File: config.mk
export PLATFORM = sky130hd
export DESIGN_NAME = uart_port_bridge
export DESIGN_NICKNAME = d
export VERILOG_FILES = /design/src/rtl/uart_port_bridge.sv
export SDC_FILE = /design/constraint.sdc
export NUM_CORES = 1
export LEC_CHECK = 0
export ABC_AREA = 1
export CORE_UTILIZATION = 45
export CTS_BUF_LIST = sky130_fd_sc_hd__clkbuf_16
export DETAILED_ROUTE_END_ITERATION = 12
export GPL_ROUTABILITY_DRIVEN = 0
export PLACE_DENSITY_LB_ADDON = 0.3
export SETUP_SLACK_MARGIN = 0.1
export SYNTH_ARGS = -nofsm -noshare
export SYNTH_HDL_FRONTEND = slang
export SYNTH_SLANG_ARGS = --single-unit
File: constraint.sdc
create_clock -name clk -period 2.03 [get_ports clk]
set_clock_uncertainty 0.2 [all_clocks]
set_input_delay 0.3045 -clock clk [delete_from_list [all_inputs] [get_ports clk]]
set_output_delay 0.3045 -clock clk [all_outputs]
set_load 0.005 [all_outputs]
File: src/rtl/uart_port_bridge.sv
// ASCII hex command interpreter: UART byte stream in, port-bus reads/writes out.
// Replies to 'r' with one raw byte or two uppercase hex characters.
module uart_port_bridge #(
  parameter int ADDR_W          = 8,
  parameter int HEX_OUT         = 0,
  parameter int AUTOINC_DEFAULT = 0
) (
  input  logic              clk,
  input  logic              reset,
  input  logic [7:0]        rx_data,
  input  logic              rx_valid,
  output logic              rx_read,
  output logic [7:0]        tx_data,
  input  logic              tx_ready,
  output logic              tx_write,
  output logic [ADDR_W-1:0] port_id,
  output logic [7:0]        out_port,
  output logic              write_strobe,
  output logic              read_strobe,
  input  logic [7:0]        in_port,
  output logic              autoinc,
  output logic [7:0]        err_count,
  output logic              busy
);

  typedef enum logic [2:0] {
    S_IDLE    = 3'd0,
    S_DECODE  = 3'd1,
    S_RDCAP   = 3'd2,
    S_TXWAIT  = 3'd3,
    S_TXGUARD = 3'd4
  } state_t;

  localparam logic [7:0] CH_M  = 8'h6D;
  localparam logic [7:0] CH_W  = 8'h77;
  localparam logic [7:0] CH_R  = 8'h72;
  localparam logic [7:0] CH_I  = 8'h69;
  localparam logic [7:0] CH_SP = 8'h20;
  localparam logic [7:0] CH_CR = 8'h0D;
  localparam logic [7:0] CH_LF = 8'h0A;
  localparam logic [ADDR_W-1:0] ADDR_ONE = {{(ADDR_W-1){1'b0}}, 1'b1};

  // Returns {is_hex, nibble} for an ASCII character.
  function automatic logic [4:0] f_hex_decode(input logic [7:0] c);
    logic [4:0] v;
    if (c >= 8'h30 && c <= 8'h39) begin
      v = {1'b1, c[3:0]};
    end else if ((c >= 8'h41 && c <= 8'h46) || (c >= 8'h61 && c <= 8'h66)) begin
      v = {1'b1, c[3:0] + 4'd9};
    end else begin
      v = 5'd0;
    end
    return v;
  endfunction

  function automatic logic [7:0] f_hex_char(input logic [3:0] n);
    logic [7:0] ch;
    if (n < 4'd10) begin
      ch = {4'h3, n};
    end else begin
      ch = 8'h37 + {4'h0, n};
    end
    return ch;
  endfunction

  state_t            r_state, w_state_nxt;
  logic [15:0]       r_acc;
  logic [ADDR_W-1:0] r_addr;
  logic [7:0]        r_cmd, r_rdata, r_out_port, r_tx_data, r_err_count;
  logic              r_idx, r_inc_pend, r_autoinc, r_busy;
  logic              r_rx_read, r_write_strobe, r_read_strobe, r_tx_write;
  logic              w_rx_read, w_write_strobe, w_read_strobe, w_tx_write;
  logic [7:0]        w_tx_char;
  logic [4:0]        w_hex;

  // State register.
  always_ff @(posedge clk) begin
    if (reset) r_state <= S_IDLE;
    else       r_state <= w_state_nxt;
  end

  // Next-state logic.
  always_comb begin
    w_state_nxt = r_state;
    case (r_state)
      S_IDLE:    if (rx_valid) w_state_nxt = S_DECODE; else w_state_nxt = S_IDLE;
      S_DECODE:  if (r_cmd == CH_R) w_state_nxt = S_RDCAP; else w_state_nxt = S_IDLE;
      S_RDCAP:   w_state_nxt = S_TXWAIT;
      S_TXWAIT:  if (tx_ready) w_state_nxt = S_TXGUARD; else w_state_nxt = S_TXWAIT;
      S_TXGUARD: if (HEX_OUT != 0 && !r_idx) w_state_nxt = S_TXWAIT; else w_state_nxt = S_IDLE;
      default:   w_state_nxt = S_IDLE;
    endcase
  end

  // Next values of the registered strobes and the reply character.
  always_comb begin
    w_rx_read      = 1'b0;
    w_write_strobe = 1'b0;
    w_read_strobe  = 1'b0;
    w_tx_write     = 1'b0;
    w_hex          = f_hex_decode(r_cmd);
    if (HEX_OUT == 0)  w_tx_char = r_rdata;
    else if (r_idx)    w_tx_char = f_hex_char(r_rdata[3:0]);
    else               w_tx_char = f_hex_char(r_rdata[7:4]);
    case (r_state)
      S_IDLE:   w_rx_read = rx_valid;
      S_DECODE: begin
        w_write_strobe = (r_cmd == CH_W);
        w_read_strobe  = (r_cmd == CH_R);
      end
      S_TXWAIT: w_tx_write = tx_ready;
      default:  w_rx_read = 1'b0;
    endcase
  end

  // Datapath and registered outputs; a 'w' increment is deferred one cycle so it lands after the strobe.
  always_ff @(posedge clk) begin
    if (reset) begin
      r_acc          <= 16'd0;
      r_addr         <= '0;
      r_cmd          <= 8'd0;
      r_rdata        <= 8'd0;
      r_out_port     <= 8'd0;
      r_tx_data      <= 8'd0;
      r_err_count    <= 8'd0;
      r_idx          <= 1'b0;
      r_inc_pend     <= 1'b0;
      r_autoinc      <= (AUTOINC_DEFAULT != 0);
      r_busy         <= 1'b0;
      r_rx_read      <= 1'b0;
      r_write_strobe <= 1'b0;
      r_read_strobe  <= 1'b0;
      r_tx_write     <= 1'b0;
    end else begin
      r_rx_read      <= w_rx_read;
      r_write_strobe <= w_write_strobe;
      r_read_strobe  <= w_read_strobe;
      r_tx_write     <= w_tx_write;
      r_busy         <= (w_state_nxt != S_IDLE);
      if (r_inc_pend) begin
        r_addr     <= r_addr + ADDR_ONE;
        r_inc_pend <= 1'b0;
      end
      case (r_state)
        S_IDLE: if (rx_valid) r_cmd <= rx_data;
        S_DECODE: begin
          if (w_hex[4]) begin
            r_acc <= {r_acc[11:0], w_hex[3:0]};
          end else begin
            case (r_cmd)
              CH_M: begin
                r_addr <= r_acc[ADDR_W-1:0];
                r_acc  <= 16'd0;
              end
              CH_W: begin
                r_out_port <= r_acc[7:0];
                r_acc      <= 16'd0;
                r_inc_pend <= r_autoinc;
              end
              CH_R:  r_acc <= r_acc;
              CH_I:  r_autoinc <= ~r_autoinc;
              CH_SP, CH_CR, CH_LF: r_acc <= r_acc;
              default: begin
                r_acc <= 16'd0;
                if (r_err_count != 8'hFF) r_err_count <= r_err_count + 8'd1;
              end
            endcase
          end
        end
        S_RDCAP: begin
          r_rdata <= in_port;
          r_idx   <= 1'b0;
          if (r_autoinc) r_addr <= r_addr + ADDR_ONE;
        end
        S_TXWAIT:  if (tx_ready) r_tx_data <= w_tx_char;
        S_TXGUARD: if (HEX_OUT != 0 && !r_idx) r_idx <= 1'b1;
        default:   r_idx <= r_idx;
      endcase
    end
  end

  assign rx_read      = r_rx_read;
  assign tx_data      = r_tx_data;
  assign tx_write     = r_tx_write;
  assign port_id      = r_addr;
  assign out_port     = r_out_port;
  assign write_strobe = r_write_strobe;
  assign read_strobe  = r_read_strobe;
  assign autoinc      = r_autoinc;
  assign err_count    = r_err_count;
  assign busy         = r_busy;

endmodule

# Yosys cells after proc, flatten, opt, wreduce, memory -nomap -nowiden
# Cells that the tools add are included.
# classes
n_addsub,3
order_cmp,6
bitwise_logic,7
mux,13
n_reduce_logical,18
eq_ne,12
# ops
operator,count
two-way mux 8 bit,6
"== test 8 x 7 -> 1 bit, second input constant",4
"adder 8 x 1 -> 8 bit, second input constant",2
"== test 8 x 4 -> 1 bit, second input constant",2
">= comparator 8 x 7 -> 1 bit, second input constant",2
"<= comparator 8 x 7 -> 1 bit, second input constant",2
one-hot mux 8 bit (2 select lines),1
one-hot mux 3 bit (4 select lines),1
two-way mux 5 bit,2
"== test 8 x 6 -> 1 bit, second input constant",1
">= comparator 8 x 6 -> 1 bit, second input constant",1
"<= comparator 8 x 6 -> 1 bit, second input constant",1
"!= test 8 bit, second input constant",1
inverter 1 bit,7
OR reduction 7 bit,1
"== test 3 x 2 -> 1 bit, second input constant",2
AND reduction 2 bit,3
AND reduction 3 bit,2
OR reduction 2 bit,3
OR reduction 5 bit,1
"adder 4 bit, second input constant",1
AND reduction 4 bit,1
OR reduction 4 bit,1
"== test 3 x 1 -> 1 bit, second input constant",1
other kinds (8),10
# totals
ff_bits,66
output_inout_bits,38
inputBits,20

# Logic depth before layout (Yosys ltp)
# Gate-level depths: netlist of the first run.
# logic_depth
ltp_word,7
depth_mapped,11
depth_no_buf,11

# Worst setup path before layout of the first run
# No wires, ideal clock.
# synth_path
path_type,register -> register
start,register r_cmd[0]
end,register r_err_count[6] (netlist: err_count[6])
arrival_time_ns,1.402
slack_ns,0.295
required_ns,1.698
path_stages_with_launch,11
path_cell_list,dfxtp_1 > inv_1 > ha_1 > nand2_1 > nand3_2 > nand2_4 > nand2_2 > nor2_8 > nand2_4 > nand2_1 > a21oi_1
# synth_between
elab_chain_len,7
elab_cells_between_ends,23
classes_between,6 x order compare; 7 x eq/ne; 2 x mux; 2 x bitwise; 6 x reduce/logical
# synth_lines
item,line_no,rtl
"start, declared",69,"logic [7:0] r_cmd, r_rdata, r_out_port, r_tx_data, r_err_count;"
"start signal, assigned",145,S_IDLE: if (rx_valid) r_cmd <= rx_data;
>= comparator 8 x 7 -> 1 bit or <= comparator 8 x 7 -> 1 bit (tied branches),48,end else if ((c >= 8'h41 && c <= 8'h46) || (c >= 8'h61 && c <= 8'h66)) begin
logical AND 1 bit,48,
logical OR 1 bit,48,
two-way mux 5 bit,48,
two-way mux 5 bit,46,if (c >= 8'h30 && c <= 8'h39) begin
inverter 1 bit (no source line),n/a,
AND reduction 4 bit (no source line) (*),n/a,
"end signal, assigned",165,if (r_err_count != 8'hFF) r_err_count <= r_err_count + 8'd1;
"end, declared",69,
# Every way passes the cells marked *; elsewhere a longest branch is shown, timed or not.
# A chain may end at the register's enable or synchronous reset.

# Worst setup path in the final report of the first run
# layout_path
start,register r_cmd[6]
end,register r_acc[2]
# layout_between
elab_chain_len,7
elab_cells_between_ends,21
classes_between,6 x order compare; 6 x eq/ne; 3 x mux; 6 x reduce/logical
# layout_lines
item,line_no,rtl
>= comparator 8 x 7 -> 1 bit or <= comparator 8 x 7 -> 1 bit (tied branches),48,
logical AND 1 bit,48,
logical OR 1 bit,48,
two-way mux 5 bit,48,
two-way mux 5 bit,46,
!= test 2 x 1 -> 1 bit (no source line),n/a,
AND reduction 2 bit (no source line),n/a,
"end signal, assigned",148,"r_acc <= {r_acc[11:0], w_hex[3:0]};"
"end signal, assigned",160,CH_R: r_acc <= r_acc;
"end signal, assigned",162,"CH_SP, CH_CR, CH_LF: r_acc <= r_acc;"
"end, declared",67,logic [15:0] r_acc;
# Several ways; a longest one is shown, not always the timed one.

==> flow_summary_export.csv, run 1 <==
group,metric,value,unit
outcome,outcome,"complete, no violations",
synthesis,muxShareOfSynthArea,0,%
worst_setup_path,cp_max_fo,7,
cts,ctsHoldBuffers,0,
global_route,grt_max_degree,40,
global_route,grt_pass1_vias,3085,
timing,hold_violations,0,
synthesis,syn_nets,484,
timing,setup_viol,0,
power_and_ir_drop,ir_worst_vdd,0.481,mV
cts,clock_latency,0.33,ns
synthesis,synth_cells,458,
routing,drt_iter0_drc,225,
die,row_count,30,
timing,fin_tns_setup,0,ns
cts,clockBufferDepth,2,
synthesis,ys_ff_latch,66,
synthesis,synth_area,0.00326,sq mm
worst_hold_path,hold_path.class,"flop to flop",
timing,worst_slew_pin_slew,0.432,ns
synthesis,synth_compound_area_share,15.6,%
synthesis,ys_seq_area_share,40.6,%
global_route,gr-total-overflow,0,
die,die_h,87.1,um
synthesis,synth_top_family_by_area,"simple AND/OR/NAND/NOR gates",
routing,postRouteAntennaNets,0,
power_and_ir_drop,intPower,2.64,mW
timing,post-route-min-period,1.88,ns
global_route,grt_pass1_wl,13600,um
worst_setup_path,cp-start-kind,"flop",
synthesis,synth_adder_area_share,2.30,%
global_route,antenna_found_initial,0,
timing,min_period_over_period,92.9,%
power_and_ir_drop,clkPwrFrac,52.3,%
final_layout,nNetsFinal,556,
place,port_buffers,57,
synthesis,synth_xor_area_share,2.69,%
power_and_ir_drop,p_sw,0.756,mW
routing,via_per_inst,5.25,
routing,num_vias,3314,
power_and_ir_drop,power_leakage,1.75,nW
synthesis,synth.distinct_cells,36,
final_layout,antenna_cells,0,
die,die_area,0.00758,sq mm
place,dp_cells,607,
global_route,track_usage,23.1,%
worst_setup_path,required,2.08,ns
worst_setup_path,path_class,"flop to flop",
timing,rsz0062_at_grt,"yes",
worst_setup_path,arrival,1.93,ns
cts,clock-sinks,66,
power_and_ir_drop,power_density,760,mW/mm^2
routing,drc,0,
cts,ctsRootBufferMaster,"clkbuf_16",
synthesis,yosysWarnings,0,
worst_setup_path,endpoint_kind,"flop",
die,initial_core_util,47.2,%
final_layout,layout-drive-gt1-share,15.1,%
cts,numCtsBuffers,9,
cts,clk_pin_slew,0.06,ns
cts,cts_tree,"done",
place,dpl_cell_area,0.00398,sq mm
final_layout,final_cell_area,0.00447,sq mm
final_layout,syn2layout_area_growth,37.1,%
die,boundaryPins,58,
power_and_ir_drop,p_comb_share,8.0,%
routing,wl,8390,um
power_and_ir_drop,p_total,3.39,mW
final_layout,final_core_util,64.7,%
power_and_ir_drop,pwr-share-seq,39.7,%
routing,wire_per_inst,13.3,um
routing,dr.pass1.iters,5,
cts,htree_levels,3,
final_layout,layout.cells.non_filler,631,
place,hpwl,5500,um
timing,fmax,531,MHz
timing,relSlewSlack,71.2,%
timing,slew_viol_final,0,
synthesis,synth.avg_cell_area,7.11,sq um
run,drv_cap,0,
synthesis,synth_simple_gate_area_share,31.5,%
die,die_w,87.1,um
power_and_ir_drop,switching_share,22.3,%
die,core,0.00691,sq mm
## metrics by stage
step / hold WS (ns) / setup slack, ns
finish: 0.239 / 0.145
global route: 0.263 / 0.0551
CTS: 0.242 / 0.121
detailed placement: 0.234 / 0.0230
global placement: 0.233 / 0.0380
floorplan: 0.240 / 0.295
## cells by family (layout without fill, tap and decap cells)
logic type / after synthesis / in the layout
simple gates: 219 / 220
compound gates: 97 / 97
flops: 66 / 66
buf+inv: 60 / 136
xor+xnor: 10 / 10
fa+ha+maj: 6 / 6
## layout make-up
class | count | area, sq um
clock buffer | 9 | 225
clock inverter | 7 | 118
fill | 601 | 2440
inverter | 43 | 161
multi-input combinational | 333 | 1760
sequential | 66 | 1330
tap | 96 | 120
timing repair buffer | 77 | 749
## state kept, by name, indices dropped and copies added, names as in the netlist, 3 cells and up
| register | count |
|---|---|
| port_id | 8 |
| r_acc | 8 |
| r_cmd | 8 |
| r_rdata | 8 |
| tx_data | 8 |
| out_port | 8 |
| r_state | 3 |
| err_count | 8 |
## placed cells by master (no fill, tap or decap), drive strengths merged, types with 8 or more instances in the layout
master / instances
dfxtp: 66
nand3: 52
inv: 43
xor2: 8
clkbuf: 9
o21ai: 39
nand2: 97
nor2: 53
clkdlybuf4s50: 57
a21oi: 49
buf: 20
## per-layer routing
metal | GRT usage [%] | routed length, um
met5 | 0 | 0
met4 | 9.99 | 140
met3 | 5.40 | 460
met2 | 38.7 | 4160
met1 | 28.5 | 3620
## worst max-delay path, stage by stage, from the launching register on
cell,delay (ns)
dfxtp_2,0.36
inv_2,0.06
nor2_4,0.20
nand2_1,0.09
nor2_2,0.17
nor2_2,0.07
nand2_2,0.10
nor2_4,0.05
buf_4,0.15
inv_2,0.12
nand2_1,0.06
a21oi_1,0.17
## final timing paths
path | from | to | slack (ns) | depth (start not counted)
setup / recovery | r_cmd[6] | r_acc[2] | 0.15 | 11
hold / removal | out_port[7] | out_port[7] | 0.24 | 2
setup reg to reg | r_cmd[6] | r_acc[2] | 0.15 | 11
hold reg to reg | out_port[7] | out_port[7] | 0.24 | 2
## power by group through the flow
stage / Combinational (mW) / Clock (mW) / Sequential (mW)
6_report: 0.271 / 1.77 / 1.35
3_3_place_gp: 0.232 / 0 / 1.37
5_1_grt: 0.300 / 1.85 / 1.35
4_1_cts: 0.249 / 1.80 / 1.35
2_1_floorplan: 0.151 / 0 / 1.36
3_5_place_dp: 0.236 / 0 / 1.37
## synthesized netlist by cell type
master | instances | area [sq um]
nand3_1 | 48 | 240
nand2_1 | 92 | 345
and2_1 | 1 | 6.26
nor4_1 | 1 | 6.26
a21oi_2 | 1 | 8.76
a21oi_1 | 48 | 240
or2_0 | 1 | 6.26
nand3b_1 | 2 | 15.0
xnor2_1 | 2 | 17.5
nor2_2 | 2 | 12.5
dfxtp_1 | 66 | 1320
inv_1 | 39 | 146
clkbuf_1 | 9 | 33.8
o21bai_1 | 2 | 15.0
nor3_2 | 2 | 20.0
nand2_4 | 2 | 22.5
or2_2 | 4 | 25.0
ha_1 | 6 | 75.1
or2_1 | 1 | 6.26
buf_6 | 1 | 11.3
nand3_2 | 4 | 40.0
nand4_2 | 1 | 12.5
o21ai_0 | 39 | 195
nor2_1 | 47 | 176
nand2_2 | 3 | 18.8
nor2_8 | 1 | 20.0
xor2_1 | 8 | 70.1
nand4_1 | 3 | 18.8
buf_4 | 1 | 7.51
inv_2 | 4 | 15.0
buf_1 | 1 | 3.75
o211ai_1 | 3 | 22.5
nor3_1 | 2 | 10.0
buf_2 | 5 | 25.0
nor2_4 | 2 | 22.5
a31oi_1 | 4 | 25.0
## repair_timing
item,CTS,global route
endpoints found under the setup margin,17,24
resized for setup,4,20
cloned,1,0
setup buffers,2,5
pin swaps,2,5
No activity file was read; power rests on OpenSTA's default activity.
==> inputs of run 2 (changes only) <==
--- a/config.mk
+++ b/config.mk
@@ -11,6 +11,7 @@
 export DETAILED_ROUTE_END_ITERATION = 12
 export GPL_ROUTABILITY_DRIVEN = 0
 export PLACE_DENSITY_LB_ADDON = 0.3
+export RECOVER_POWER = 50
 export SETUP_SLACK_MARGIN = 0.1
 export SYNTH_ARGS = -nofsm -noshare
 export SYNTH_HDL_FRONTEND = slang
==> flow_summary_export.csv, run 2 (synthesis results as in run 1) <==
group,metric,value,unit
worst_setup_path,r2r_start,"r_cmd[6]",
worst_setup_path,path_cells,"inv_2 > nor2_4 > nand2_1 > nor2_2 > nor2_2 > nand2_2 > nor2_4 > buf_4 > inv_2 > nand2_1 > a21oi_1",
power_and_ir_drop,power_leakage,1.82,nW
outcome,outcome,"complete, no violations",
final_layout,syn2layout_area_growth,36.8,%
cts,clk_pin_slew,0.06,ns
die,boundaryPins,58,
die,initial_core_util,47.2,%
timing,worst_slew_pin_slew,0.842,ns
place,hpwl,5500,um
routing,via_per_inst,5.26,
timing,min_period_over_period,93.9,%
final_layout,final_cell_mix,"89 x nand2_1, 62 x dfxtp_1, 47 x a21oi_1, 47 x nand3_1, 44 x nor2_1",
cts,clockBufferDepth,2,
worst_setup_path,rr_worst_depth,11,
timing,setup_viol,0,
cts,ctsRootBufferMaster,"clkbuf_16",
die,row_count,30,
timing,fmax,525,MHz
cts,clock_latency,0.33,ns
final_layout,nNetsFinal,556,
run,drv_cap,0,
global_route,gr-total-overflow,0,
global_route,antenna_found_initial,0,
power_and_ir_drop,ir_worst_vdd,0.480,mV
global_route,grt_pass1_wl,13600,um
final_layout,layout_commonest_cell,"nand2_1",
worst_setup_path,crit_start,"r_cmd[6]",
global_route,grt_pass1_vias,3085,
cts,cts_tree,"done",
routing,wl,8400,um
cts,htree_levels,3,
routing,num_vias,3322,
die,core,0.00691,sq mm
final_layout,antenna_cells,0,
routing,dr.pass1.iters,5,
timing,relSlewSlack,43.8,%
place,pre_cts_slack,0.0230,ns
final_layout,seqCellArea,0.00133,sq mm
worst_setup_path,slowest_stage,"dfxtp_2",
worst_setup_path,endpoint_kind,"flop",
timing,hold_ws,0.237,ns
power_and_ir_drop,power_density,762,mW/mm^2
timing,worst_slack,0.124,ns
worst_setup_path,path_class,"flop to flop",
routing,drt_iter0_drc,223,
routing,postRouteAntennaNets,0,
cts,numCtsBuffers,9,
worst_setup_path,required,2.07,ns
global_route,grt_max_degree,40,
worst_setup_path,cp-start-kind,"flop",
cts,clock-sinks,66,
timing,post-route-min-period,1.91,ns
worst_setup_path,cp_max_fo,7,
worst_setup_path,r2r_setup_slack,0.12,ns
final_layout,layout-drive-gt1-share,14.8,%
place,port_buffers,57,
final_layout,num-fill-cells,604,
routing,drc,0,
timing,fin_tns_setup,0,ns
die,die_h,87.1,um
timing,rsz0062_at_grt,"yes",
routing,wire_per_inst,13.3,um
worst_setup_path,reg2reg_to,"r_acc[2]",
die,die_area,0.00758,sq mm
final_layout,multiInputGateArea,0.00176,sq mm
worst_setup_path,crit_end,"r_acc[2]",
worst_hold_path,hold_path.class,"flop to flop",
power_and_ir_drop,p_total,3.40,mW
worst_setup_path,arrival,1.94,ns
die,die_w,87.1,um
timing,hold_violations,0,
timing,slew_viol_final,0,
global_route,track_usage,23.1,%
worst_setup_path,max_stage_delay,0.36,ns
run 2: cell types whose count changed in the layout (fill, tap and decap cells not counted):
cell             before  now
buf_4                17   14
dlygate4sd3_1         0   22
clkdlybuf4s50_1      57   35
clkbuf_1              0    2
clkbuf_2              0    1
run 2: cell type report:
cell class	count	share of cell area (%)
Clock inverter	7	2.64
Clock buffer	9	5.05
Timing Repair Buffer	77	16.6
Sequential cell	66	29.8
Tap cell	96	2.70
Inverter	43	3.62
Multi-Input combinational cell	333	39.6
run 2: per-stage QoR:
stage,utilization [%],cell area [sq um],cells
5_1_grt,64.5,4460,631
3_5_place_dp,57.6,3980,607
4_1_cts,63.4,4380,626
3_3_place_gp,57.6,3980,607
2_1_floorplan,-,3260,458
6_report,64.5,4460,631
run 2: per-layer routing:
metal	global-route usage (%)	vias to the layer above	part of all wire (%)
li1	-	1654	-
met1	28.5	1535	44
met2	38.7	120	50
met3	5.40	13	5.0
met4	9.99	0	1.5
met5	0	-	0
run 2: repair_timing:
action                                  in CTS  in global routing
hold buffers                                 0                  0
cloned                                       1                  0
endpoints found under the hold margin        0                  0
resized for setup                            4                 20
endpoints found under the setup margin      17                 24
pin swaps                                    2                  5
buffers inserted                             2                  5
run 2: how the worst min path moves through the flow:
stage	cells past startpoint	from	slack (ns)	to
2_1_floorplan	2	out_port[0]	0.24	out_port[0]
3_3_place_gp	2	out_port[0]	0.23	out_port[0]
3_5_place_dp	2	out_port[6]	0.23	out_port[6]
4_1_cts	2	out_port[6]	0.24	out_port[6]
5_1_grt	2	out_port[5]	0.26	out_port[5]
6_report	2	out_port[7]	0.24	out_port[7]
run 2: power by group:
part           switching, mW  internal (mW)
clock                  0.580           1.20
sequential            0.0291           1.32
combinational          0.151          0.118
total                  0.760           2.64
run 2: critical path, delay by kind of cell (launching register included):
family                 cells  cell delay, ns
flip-flops                 1            0.36
AO/OA/AOI/OAI              1            0.17
AND/OR/NAND/NOR            7            0.76
buffers and inverters      3            0.33
==> inputs of run 3 (changes only) <==
--- a/config.mk
+++ b/config.mk
@@ -16,3 +16,4 @@
 export SYNTH_ARGS = -nofsm -noshare
 export SYNTH_HDL_FRONTEND = slang
 export SYNTH_SLANG_ARGS = --single-unit
+export TNS_END_PERCENT = 50
==> results of run 3 <==
No change in the layout: final DEF, timing and power equal those of run 2.
